[config.mk]
export PLATFORM = sky130hd
export DESIGN_NAME = vram_image_loader
export DESIGN_NICKNAME = d
export VERILOG_FILES = /design/src/rtl/vram_image_loader_pkg.sv /design/src/rtl/vram_image_loader.sv
export SDC_FILE = /design/constraint.sdc
export NUM_CORES = 1
export LEC_CHECK = 0
export CAP_MARGIN = 5
export CORE_ASPECT_RATIO = 0.8
export CORE_MARGIN = 10
export CORE_UTILIZATION = 40
export CTS_CLUSTER_SIZE = 25
export DETAILED_ROUTE_END_ITERATION = 6
export DONT_BUFFER_PORTS = 1
export GPL_ROUTABILITY_DRIVEN = 1
export HOLD_SLACK_MARGIN = 0.03
export PLACE_DENSITY = 0.51
export RECOVER_POWER = 100
export SLEW_MARGIN = 10
export SYNTH_ARGS = -nofsm -noshare
export SYNTH_HDL_FRONTEND = slang
export SYNTH_SLANG_ARGS = --single-unit
[constraint.sdc]
create_clock -name clk -period 2.2 [get_ports clk]
set_input_delay 0.22 -clock clk [delete_from_list [all_inputs] [get_ports clk]]
set_output_delay 0.22 -clock clk [all_outputs]
set_load 0.01 [all_outputs]
[src/rtl/vram_image_loader_pkg.sv]
// Shared debugger package for the VRAM image loader.
// Holds the loader state encoding and the VRAM/image geometry constants
// used by the loader and anything that talks to it.
package vram_image_loader_pkg;

  localparam int VRAM_ADR_W = 14;
  localparam int IMAGE_SIZE = 16384;

  typedef enum logic [2:0] {
    ST_IDLE  = 3'd0,
    ST_FETCH = 3'd1,
    ST_WAIT  = 3'd2,
    ST_WRITE = 3'd3,
    ST_DONE  = 3'd4
  } state_t;

endpackage

[src/rtl/vram_image_loader.sv]
// Debugger-side sequencer that copies the image ROM into VRAM on command.
// Each byte costs FETCH (ROM address stable), WAIT (ROM data valid, latched)
// and WRITE (VRAM req/ack handshake). While a load runs the normal VRAM
// requester is locked out through ext_ack.
//
// Ports:
//   clk, reset       system clock, synchronous active-high reset
//   start, abort     one-cycle command pulses from the debugger
//   busy, done       load in progress / one-cycle completion pulse
//   rom_adr, rom_dbi image ROM address out, data in (1-cycle latency)
//   vram_req/ack     VRAM write handshake; vram_adr/vram_wdata held in WRITE
//   ext_req/ext_ack  normal VRAM requester, granted only while not busy
module vram_image_loader
  import vram_image_loader_pkg::*;
#(
  parameter int ROM_START  = 0,
  parameter int BYTE_COUNT = IMAGE_SIZE,
  parameter int VRAM_BASE  = 0
) (
  input  logic                  clk,
  input  logic                  reset,
  input  logic                  start,
  input  logic                  abort,
  output logic                  busy,
  output logic                  done,
  output logic [VRAM_ADR_W-1:0] rom_adr,
  input  logic [7:0]            rom_dbi,
  output logic                  vram_req,
  input  logic                  vram_ack,
  output logic [VRAM_ADR_W-1:0] vram_adr,
  output logic [7:0]            vram_wdata,
  input  logic                  ext_req,
  output logic                  ext_ack
);

  // One bit wider than an address so a full-image count is representable.
  localparam int CNT_W = VRAM_ADR_W + 1;

  localparam logic [VRAM_ADR_W-1:0] ROM_START_A = VRAM_ADR_W'(ROM_START);
  localparam logic [VRAM_ADR_W-1:0] VRAM_BASE_A = VRAM_ADR_W'(VRAM_BASE);
  localparam logic [CNT_W-1:0]      LAST_CNT    = CNT_W'(BYTE_COUNT - 1);

  state_t                  r_state;
  logic                    r_busy;
  logic                    r_done;
  logic                    r_req;
  logic [VRAM_ADR_W-1:0]   r_rom_adr;
  logic [VRAM_ADR_W-1:0]   r_vram_adr;
  logic [7:0]              r_wdata;
  logic [CNT_W-1:0]        r_cnt;

  // r_req is only ever high in WRITE, so an ack outside WRITE is ignored.
  logic                    w_xfer;
  assign w_xfer = r_req & vram_ack;

  always_ff @(posedge clk) begin
    if (reset) begin
      r_state    <= ST_IDLE;
      r_busy     <= 1'b0;
      r_done     <= 1'b0;
      r_req      <= 1'b0;
      r_rom_adr  <= ROM_START_A;
      r_vram_adr <= VRAM_BASE_A;
      r_wdata    <= '0;
      r_cnt      <= '0;
    end else begin
      r_done <= 1'b0;

      // A completed handshake always advances, even when abort arrives in
      // the same cycle. Addresses wrap naturally at 14 bits.
      if (w_xfer) begin
        r_cnt      <= r_cnt + 1'b1;
        r_rom_adr  <= r_rom_adr + 1'b1;
        r_vram_adr <= r_vram_adr + 1'b1;
      end

      unique case (r_state)
        ST_IDLE: begin
          // Abort is meaningless here, so start always wins.
          if (start) begin
            r_rom_adr  <= ROM_START_A;
            r_vram_adr <= VRAM_BASE_A;
            r_cnt      <= '0;
            r_busy     <= 1'b1;
            r_state    <= ST_FETCH;
          end
        end
        ST_FETCH: begin
          if (abort) begin
            r_busy  <= 1'b0;
            r_state <= ST_IDLE;
          end else begin
            r_state <= ST_WAIT;
          end
        end
        ST_WAIT: begin
          if (abort) begin
            r_busy  <= 1'b0;
            r_state <= ST_IDLE;
          end else begin
            r_wdata <= rom_dbi;
            r_req   <= 1'b1;
            r_state <= ST_WRITE;
          end
        end
        ST_WRITE: begin
          if (abort) begin
            r_req   <= 1'b0;
            r_busy  <= 1'b0;
            r_state <= ST_IDLE;
          end else if (w_xfer) begin
            r_req <= 1'b0;
            if (r_cnt == LAST_CNT) begin
              r_done  <= 1'b1;
              r_busy  <= 1'b0;
              r_state <= ST_DONE;
            end else begin
              r_state <= ST_FETCH;
            end
          end
        end
        ST_DONE: begin
          r_state <= ST_IDLE;
        end
        default: begin
          r_req   <= 1'b0;
          r_busy  <= 1'b0;
          r_state <= ST_IDLE;
        end
      endcase
    end
  end

  assign busy       = r_busy;
  assign done       = r_done;
  assign vram_req   = r_req;
  assign rom_adr    = r_rom_adr;
  assign vram_adr   = r_vram_adr;
  assign vram_wdata = r_wdata;
  assign ext_ack    = ext_req & ~r_busy;

endmodule

# After elaboration in Yosys (flattened, before gate mapping)
# Cells that the tools add are included.
# word_totals
ff_bits,57
input_bits,14
out_inout_bits,40
wordCells,64
# op_classes
add_sub_neg,3
n_eq_ne,10
muxes,27
bitwise_logic,8
n_reduce_logical,8
# ops
op,n
14-bit two-way mux,6
15-bit two-way mux,3
14-bit by 1-bit adder with 14-bit output (second input constant),2
15-bit by 1-bit adder with 15-bit output (second input constant),1
15-bit by 14-bit equality test with 1-bit output (second input constant),1
3-bit two-way mux,4
3-bit case mux with 4 select lines,1
1-bit two-way mux,9
3-bit by 2-bit equality test with 1-bit output (second input constant),2
3-bit inequality test (second input constant),2
1-bit NOT,6
5-bit AND reduction,1
2-bit two-way mux,2
2-bit inequality test (second input constant),2
1-bit case mux with 4 select lines,1
2-bit AND reduction,2
4-bit OR reduction,1
3-bit by 1-bit equality test with 1-bit output (second input constant),1
3-bit equality test (second input constant),1
3-bit zero test,1
1-bit case mux with 3 select lines,1
3-bit AND reduction,1
3-bit OR reduction,1
1-bit AND,2
other kinds (2),2

# Longest topological paths before layout
# logic_depth
word_depth,5
ltp_mapped,6
depth_no_buf,5

# Worst setup path before layout
# OpenSTA, ideal clock, no wires.
# synth_path
path_kind,reg2reg
from,"register r_req, in the netlist vram_req"
to,"register r_rom_adr[13], in the netlist rom_adr[13]"
setup_ns,0.070
t_arrival_ns,1.654
slack_ns,0.476
path_stages_with_launch,5
path_buffers,0
cell_sequence,dfxtp_1 nand3_2 or3_4 or4_1 a21oi_1
# synth_via
elab_chain_cells,4
# synth_lines
element,line,text
"start, declared",vram_image_loader.sv:46,logic r_req;
"start signal, assigned",vram_image_loader.sv:61,r_req <= 1'b0;
"start signal, assigned",vram_image_loader.sv:102,r_req <= 1'b1;
"start signal, assigned",vram_image_loader.sv:108,r_req <= 1'b0;
1-bit AND (*),vram_image_loader.sv:54,assign w_xfer = r_req & vram_ack;
14-bit two-way mux (*),vram_image_loader.sv:71,if (w_xfer) begin
14-bit two-way mux,vram_image_loader.sv:80,if (start) begin
14-bit two-way mux (*),vram_image_loader.sv:77,unique case (r_state)
"end signal, assigned",vram_image_loader.sv:73,r_rom_adr <= r_rom_adr + 1'b1;
"end, declared",vram_image_loader.sv:47,logic [VRAM_ADR_W-1:0] r_rom_adr;
# Mark *: on every way between the ends. The rest lies on a longest branch, timed or not.
# A chain may end at the register's enable or synchronous reset.

# Worst setup path in the final report
# layout_path
from,register r_state[1]
to,"register r_wdata[5], in the netlist vram_wdata[5]"
# layout_via
elab_chain_cells,2
# layout_lines
element,line,text
"start, declared",vram_image_loader.sv:43,state_t r_state;
"start signal, assigned",vram_image_loader.sv:58,r_state <= ST_IDLE;
"start signal, assigned",vram_image_loader.sv:85,r_state <= ST_FETCH;
"start signal, assigned",vram_image_loader.sv:91,r_state <= ST_IDLE;
3-bit by 2-bit equality test with 1-bit output,vram_image_loader.sv:77,
2-bit AND reduction (no line),-,
"end signal, assigned",vram_image_loader.sv:101,r_wdata <= rom_dbi;
"end, declared",vram_image_loader.sv:49,logic [7:0] r_wdata;
# No other way between the ends.

==> impl_metrics.toml <==
[status]
outcome = "completed"

[hold_path]
hold_end = "r_state[1]"
hold_path.class = "input pin to register"
min-delay-start = "reset"
min_path_cells = 3

[place]
numPortBuffers = 0
place.gp.congestion = 0.7353
place_hpwl_um = 3850
placed_cell_area_um2 = 2544

[final_layout]
design_area_um2 = 2795
nets = 316
syn2layout_area_growth_pct = 13.92
diodes = 0
drive_gt1_frac = 0.07237

[die]
std_cell_rows = 25
num_io_pins = 54
die_y_um = 90.05
core_um2 = 5943
die-area_um2 = 9686
die_width_um = 107.6
initial_core_util = 0.4128

[global_route]
grt_pass1_vias = 1849
grt_pass1_wl_um = 9673
grt_max_degree = 44
gr-usage-all-layers = 0.1233
grt_antenna_before_repair = 0
grt_overflow = 0

[pwr]
p_leak_nw = 0.8685
p_per_area_nw_per_um2 = 730.6
ir_worst_vdd_v = 0.0004037

[clocking]
ctsHoldBuffers = 9
cts_sinks = 57
cts_resized = 0
h-tree-depth = 3
numCtsBuffers = 9
cts_buffer_depth = 2
cts_tree = "done"
cts_setup_buffers = 0
path_clk_slew_ps = 60
root_buffer = "clkbuf_8"
clock_latency_ps = 330

[setup_path]
cp.required_ps = 2470
crit_fanout = 9
crit_type = "register to register"
startpoint_type = "register"
worstPathArrival_ps = 2260
cp-end-kind = "register"
r2r_end = "vram_wdata[5]"
reg2reg_depth = 4
r2r_slack_ps = 210
reg2reg_from = "r_state[1]"

[synthesis]
yosysTopAreaCell = "dfxtp_1"
ys.flop_type = "dfxtp_1"
async_flop_share = 0
syn_area_um2 = 2454
ys_seq_area_frac = 0.4651
synth_edf_count = 0
syn_area_per_cell_um2 = 8.609
syn_nets = 302
yosys_register_bits = 57
ys_types = 36
syn_inst = 285
yosysTopAreaCellShare = 0.4651
synth.area.top_cells = "dfxtp_1, xnor2_1, nand2_1"
ys_warn_count = 0

[routing]
finalWirelength_um = 5714
vias_per_cell = 5.112
drt-initial-drc-count = 90
wl_per_cell_um = 14.84
route.detailed.drc = 0
ant_nets = 0
vias = 1968
dr.pass1.iters = 4

[job]
cap_violations = 0

[timing]
finalHoldViolCount = 0
fmax_ghz = 0.5027
drv_slew = 0
rsz0062_at_grt = "no"
fin_setup_tns_ps = 0
finClkSkew_ps = 5.758
min_period_ps = 1989
setup_violations = 0
slew_headroom = 0.4250
period_share = 0.9041
tightest_slew_ps = 862.5
## how the worst max path moves through the flow
stage,slack [ps],endpoint,cells past startpoint,from
after floorplan,480,rom_adr[13],4,vram_req
after global placement,470,rom_adr[13],4,rom_adr[0]
after detailed placement,420,rom_adr[13],4,vram_req
after CTS,210,vram_wdata[5],4,r_state[0]
after global routing,30,vram_wdata[5],4,r_state[0]
final,210,vram_wdata[5],4,r_state[1]
## Yosys cell counts, drive strengths merged, types with 7 or more instances
master	count
nor4	10
nand2	36
nand4	15
o21ai	8
nand3	13
clkbuf	9
or3	7
xnor2	20
xor2	13
dfxtp	57
a21oi	22
nor3	9
nor2	34
## registers in the layout, summed over array words and instances, names as in the netlist
name and flops:
vram_adr 14, vram_wdata 8, r_cnt 15, r_state 3
rom_adr 14, busy 1, done 1, vram_req 1
## layout by cell type (no fill, tap or decap), drive strengths merged, types with 5 or more instances in the layout
master | Yosys | final
or3 | 7 | 7
nand3 | 13 | 13
nor2 | 34 | 34
nor3 | 9 | 9
nand2 | 36 | 36
clkbuf | 9 | 17
xnor2 | 20 | 20
dlygate4sd3 | 0 | 9
dfxtp | 57 | 57
a21oi | 22 | 22
nor4 | 10 | 10
inv | 5 | 5
xor2 | 13 | 13
nand4 | 15 | 15
o21ai | 8 | 8
## kinds of logic after synthesis
group / Yosys count / share of synthesized area
adder cells (fa/ha/maj): 3 / 0.01530
XOR/XNOR: 33 / 0.1178
buffers and inverters: 15 / 0.02448
flip-flops: 57 / 0.4651
AND/OR/NAND/NOR: 141 / 0.2968
AO/OA/AOI/OAI: 36 / 0.08058
## worst max-delay path: stages (launching register included)
cell and delay [ps]:
dfxtp_1 450, nor4b_2 660, nand2_1 120, a21oi_1 140
dlygate4sd3_1 560
## power breakdown
group          internal, W   total, W  switching, W
Sequential         0.00104    0.00105     0.0000111
Clock             0.000529   0.000933      0.000404
Combinational    0.0000239  0.0000598     0.0000359
Total              0.00159    0.00204      0.000451
## through the flow
stage | util | hold slack (ps) | power [W] | worst slack (ps) | std cells
2_1_floorplan | - | 356.0 | 0.001111 | 475.8 | 285
3_3_place_gp | 0.4280 | 291.3 | 0.001121 | 474.2 | 360
3_5_place_dp | 0.4280 | 294.4 | 0.001121 | 424.7 | 360
4_1_cts | 0.4756 | 52.98 | 0.002077 | 207.4 | 385
5_1_grt | 0.4703 | 62.76 | 0.002139 | 32.74 | 385
6_report | 0.4703 | 72.57 | 0.002042 | 210.9 | 385
## routing by layer
layer  vias up  share of wire  global-route usage
met5         -              0                   0
met2        54           0.44              0.1712
met3         7          0.089             0.06776
met4         0          0.011             0.04000
li1       1022              -                   -
met1       885           0.46              0.1570
## layout make-up
cell class                 instances  area [um^2]
timing repair buffer              13        110.1
clock buffer                      14        182.7
sequential                        57         1141
inverter                           5        18.77
fill                             593         3148
clock inverter                     2        10.01
multi-input combinational        213         1231
tap                               81        101.3
No activity file was read; power rests on OpenSTA's default activity.
